File: src/rtl/fault_supervisor.sv
// fault_supervisor: persistence-filtered fault trip latch with operator clear, re-arm hold-off and trip counter
module fault_supervisor #(
  parameter int PERSIST = 4,
  parameter int HOLDOFF = 8,
  parameter int CNT_W   = 8
) (
  input  logic             clk,
  input  logic             rst,
  input  logic             sample_valid,
  input  logic [2:0]       fault_type,
  input  logic             clear_req,
  output logic             trip,
  output logic [2:0]       latched_fault,
  output logic             motor_enable,
  output logic             clear_ack,
  output logic [1:0]       state,
  output logic [CNT_W-1:0] fault_count
);
  typedef enum logic [1:0] {S_IDLE = 2'b00, S_PENDING = 2'b01, S_TRIPPED = 2'b10, S_HOLD = 2'b11} state_t;
  state_t           r_state, w_state;
  logic [7:0]       r_hcnt, w_hcnt;
  logic [2:0]       r_cand, w_cand, w_latched;
  logic [3:0]       r_pcnt, w_pcnt;
  logic             w_ack, w_entry;
  logic [CNT_W-1:0] w_cnt;
  assign state = r_state;
  // next state, persistence tracking, escalation and trip bookkeeping
  always_comb begin
    w_state   = r_state;
    w_hcnt    = r_hcnt;
    w_cand    = r_cand;
    w_pcnt    = r_pcnt;
    w_latched = latched_fault;
    w_ack     = 1'b0;
    w_cnt     = fault_count;
    case (r_state)
      S_IDLE: if (sample_valid && fault_type != 3'b000) begin
        w_cand  = fault_type;
        w_pcnt  = 4'd1;
        w_state = (PERSIST == 1) ? S_TRIPPED : S_PENDING;
      end
      S_PENDING: if (sample_valid) begin
        if (fault_type == 3'b000) begin
          w_state = S_IDLE;
          w_pcnt  = '0;
        end else if (fault_type == r_cand) begin
          w_pcnt  = r_pcnt + 4'd1;
          w_state = (w_pcnt == 4'(PERSIST)) ? S_TRIPPED : S_PENDING;
        end else begin
          w_cand = fault_type;
          w_pcnt = 4'd1;
        end
      end
      S_TRIPPED: if (clear_req) begin
        w_state   = S_HOLD;
        w_hcnt    = '0;
        w_ack     = 1'b1;
        w_latched = 3'b000;
      end else if (sample_valid && fault_type > latched_fault) begin
        w_latched = fault_type;
      end
      default: begin
        w_cand  = '0;
        w_pcnt  = '0;
        w_state = (r_hcnt == 8'(HOLDOFF - 1)) ? S_IDLE : S_HOLD;
        w_hcnt  = (r_hcnt == 8'(HOLDOFF - 1)) ? r_hcnt : r_hcnt + 8'd1;
      end
    endcase
    w_entry = (w_state == S_TRIPPED) && (r_state != S_TRIPPED);
    if (w_entry) begin
      w_latched = w_cand;
      w_cnt     = (&fault_count) ? fault_count : fault_count + CNT_W'(1);
      w_pcnt    = '0;
    end
  end
  // register state and all outputs so each reflects the state entered at this edge
  always_ff @(posedge clk or posedge rst) begin
    if (rst) begin
      r_state       <= S_HOLD;
      r_hcnt        <= '0;
      r_cand        <= '0;
      r_pcnt        <= '0;
      trip          <= 1'b0;
      latched_fault <= 3'b000;
      motor_enable  <= 1'b0;
      clear_ack     <= 1'b0;
      fault_count   <= '0;
    end else begin
      r_state       <= w_state;
      r_hcnt        <= w_hcnt;
      r_cand        <= w_cand;
      r_pcnt        <= w_pcnt;
      trip          <= (w_state == S_TRIPPED);
      latched_fault <= w_latched;
      motor_enable  <= (w_state == S_IDLE) || (w_state == S_PENDING);
      clear_ack     <= w_ack;
      fault_count   <= w_cnt;
    end
  end
endmodule

File: config.mk
export PLATFORM = sky130hd
export DESIGN_NAME = fault_supervisor
export DESIGN_NICKNAME = d
export VERILOG_FILES = /design/src/rtl/fault_supervisor.sv
export SDC_FILE = /design/constraint.sdc
export NUM_CORES = 1
export LEC_CHECK = 0
export ABC_AREA = 1
export BUFFER_PORTS_ARGS = -buffer_cell sky130_fd_sc_hd__buf_2
export CORE_MARGIN = 1.5
export CORE_UTILIZATION = 30
export CTS_CLUSTER_DIAMETER = 120
export DETAILED_ROUTE_END_ITERATION = 8
export GPL_TIMING_DRIVEN = 0
export PLACE_DENSITY = 0.45
export SETUP_SLACK_MARGIN = 0.4
export SLEW_MARGIN = 40
export SYNTH_ARGS = -nofsm -noshare
export SYNTH_HDL_FRONTEND = slang
export SYNTH_SLANG_ARGS = --single-unit
File: constraint.sdc
create_clock -name clk -period 2.6 [get_ports clk]
set_clock_uncertainty 0.2 [all_clocks]
set_input_delay 0.39 -clock clk [delete_from_list [all_inputs] [get_ports clk]]
set_output_delay 0.39 -clock clk [all_outputs]
set_load 0.02 [all_outputs]
==> run_results.csv <==
group,metric,value,unit
cts,cts_tree,"done",
pwr,cellLeakagePower,1.20,nW
cts,clockBufferDepth,2,
floorplan,start_util,30.7,%
placement,dp_hpwl,3.14,mm
yosys,syn_nets,263,
floorplan,die_w,83.1,um
floorplan,coreArea,0.00628,mm^2
run_status,status,"finished, violations left",
yosys,yosysMostFrequentCell,"nand2_1",
floorplan,std_cell_rows,29,
setup_path,crit_arrival,2.09,ns
cts,clk_latency,0.29,ns
worst_hold_path,holdCritPathClass,"in -> async",
yosys,synthDistinctLibCells,31,
sta,max_freq,0.476,GHz
floorplan,io_pins,23,
sta,fin_setup_tns,0,ns
placement,port_buffers,22,
sta,slew_violations,0,
global_routing,grt_pass1_vias,1589,
yosys,yosys-top-cells-count,"nand2_1, dfrtp_1, inv_1, nand3_1, nand4_1",
sta,tightest_slew,0.684,ns
pwr,p_per_area,968,mW/mm^2
route,drtAntennaViolNets,0,
floorplan,die_area,0.00691,mm^2
setup_path,cp-start-kind,"flip-flop",
yosys,syn_inst,249,
route,totalWireLength,4.55,mm
cts,cts_max_level,2,
yosys,async_reset_ff_share,100,%
global_routing,groute.usage.overall,13.7,%
yosys,syn-cell-area,0.00193,mm^2
route,via_per_inst,4.66,
global_routing,overflow,0,
sta,setup_viol,0,
sta,rsz0062_at_grt,"true",
cts,clock-root-buffer,"clkbuf_8",
finish,final_nets,305,
finish,final_cell_count_no_fill,369,
run_status,violations,"negative hold slack",
finish,drive_gt1_share,30.1,%
cts,ctsHoldBuffers,0,
setup_path,critPathRequiredTime,2.58,ns
cts,cts_buffers,5,
flow_run,drv_cap,0,
global_routing,antenna_found_initial,0,
sta,slew_headroom,54.3,%
setup_path,cp-end-kind,"flip-flop",
cts,clk_pin_slew,0.08,ns
pwr,ir_drop,0.347,mV
sta,fin_crit,2.10,ns
route,drtIter0Drc,77,
route,wire_per_inst,12.3,um
finish,syn_to_final_growth,24.9,%
sta,holdWs,-0.00330,ns
yosys,yosysTopAreaCell,"dfrtp_1",
placement,dp.cells,348,
yosys,synth_edf_count,0,
finish,antennaDiodeCount,0,
setup_path,worst-setup-path-type,"reg -> reg",
yosys,synth_seq_cells,31,
setup_path,cp_max_fo,8,
cts,clock_sinks,31,
yosys,yosysSeqAreaShare,40.4,%
global_routing,grt_pass1_wl,7.59,mm
yosys,ys.warnings.count,0,
yosys,syn_avg_cell_area,7.74,um^2
placement,gp_congestion,0.808,
route,dr.pass1.iters,4,
sta,hold_violations,4,
yosys,ys_top_cells_by_area,"dfrtp_1, nand2_1, inv_1",
finish,nFillCells,698,
yosys,ys.flop_type,"dfrtp_1",
route,num_vias,1720,
route,drcViolationCount,0,
global_routing,grt_start_max_net_pins,32,
sta,period_share,80.9,%
floorplan,die_y,83.1,um
yosys,post-synth-top-area-fraction,37.7,%
-- metal layers --
metal  track usage (%)  part of all wire [%]  vias to the layer above
li1                  -                     -                      896
met1              19.0                    52                      791
met2              21.2                    45                       31
met3              3.58                   3.2                        2
met4              3.64                  0.51                        0
met5                 0                     0                        -
-- cells in the final DEF, fill, tap and decap left out, drive strengths merged --
master,synthesis,routed
a211oi,1,1
a21oi,8,8
and2,1,1
buf,2,37
clkbuf,0,5
clkinv,0,1
clkinvlp,0,2
dfrtp,29,29
dfstp,2,2
ha,7,7
inv,41,41
nand2,68,68
nand3,22,22
nand4,17,17
nor2,18,18
nor3,8,8
nor4,1,1
o21a,1,1
o21ai,11,11
o31ai,1,1
or2,1,1
xnor2,3,3
xor2,7,7
-- final timing paths --
| path | startpoint | to | slack [ns] | cells after the start |
|---|---|---|---|---|
| worst min-delay path | rst | fault_count[2]$_DFFE_PP0P_ | -0.003 | 2 |
| worst max register to register | r_pcnt[0]$_DFFE_PP0P_ | fault_count[5]$_DFFE_PP0P_ | 0.50 | 10 |
| max in group asynchronous | rst | r_pcnt[0]$_DFFE_PP0P_ | 1.71 | 2 |
| worst min register to register | latched_fault[0]$_DFFE_PP0P_ | latched_fault[0]$_DFFE_PP0P_ | 0.31 | 2 |
| min in group clk | clear_req | clear_ack$_DFF_PP0_ | 0.22 | 3 |
| worst max-delay path | r_pcnt[0]$_DFFE_PP0P_ | fault_count[5]$_DFFE_PP0P_ | 0.50 | 10 |
-- flip-flops by register name (all words and copies together), names as in the netlist --
signal	flops
r_cand	3
motor_enable	1
clear_ack	1
state	2
trip	1
r_hcnt	8
latched_fault	3
r_pcnt	4
fault_count	8
-- critical path, stage by stage (launching register included) --
cell and delay, ns:
dfrtp_2 0.44, ha_4 0.18, xnor2_1 0.13, nor2_2 0.15
nand3_2 0.10, a21oi_4 0.25, and2_4 0.20, buf_12 0.10
nand3_4 0.12, nand2_2 0.10, nand2_1 0.04
-- where the power goes --
group	total [W]	switching (W)	internal (W)
clock	0.000391	0.000204	0.000186
sequential	0.000791	0.000141	0.000650
combinational	0.00115	0.000709	0.000438
total	0.00233	0.00105	0.00127
-- cell families after synthesis --
logic type,count (synthesis),share of synthesized area [%]
xor gates and xnor gates,10,4.55
buffers and inverters,43,9.22
adders and majority gates,7,4.55
AOI/OAI and AO/OA,22,7.47
and+or+nand+nor,136,33.8
DFF,31,40.4
-- cell type report --
cell class	instances	area (um^2)	share of cell area, %
sequential	31	781	32.4
multi-input combinational	175	1030	42.9
clock buffer	5	68.8	2.86
inverter	41	156	6.50
clock inverter	3	20.0	0.832
timing repair buffer	35	228	9.46
tap	77	96.3	4.00
buffer	2	23.8	0.988
-- metrics by stage --
| step | power [W] | setup slack [ns] | util (%) | instance area (um^2) | hold slack, ns |
|---|---|---|---|---|---|
| floorplan | 0.00152 | 0.568 | - | 1930 | 0.272 |
| global placement | 0.00178 | 0.246 | 34.0 | 2130 | 0.284 |
| detailed placement | 0.00178 | 0.249 | 34.0 | 2130 | 0.298 |
| CTS | 0.00226 | 0.410 | 36.2 | 2270 | 0.0295 |
| global route | 0.00254 | 0.359 | 38.3 | 2410 | 0.0615 |
| finish | 0.00233 | 0.498 | 38.3 | 2410 | -0.00330 |
-- what timing repair did --
item	in CTS	in global routing
setup endpoints to repair	11	12
resized for setup	2	18
cloned	0	0
setup buffers	5	8
endpoints found under the hold margin	0	0
pin swaps	1	10
(Power assumes the default switching activity.)
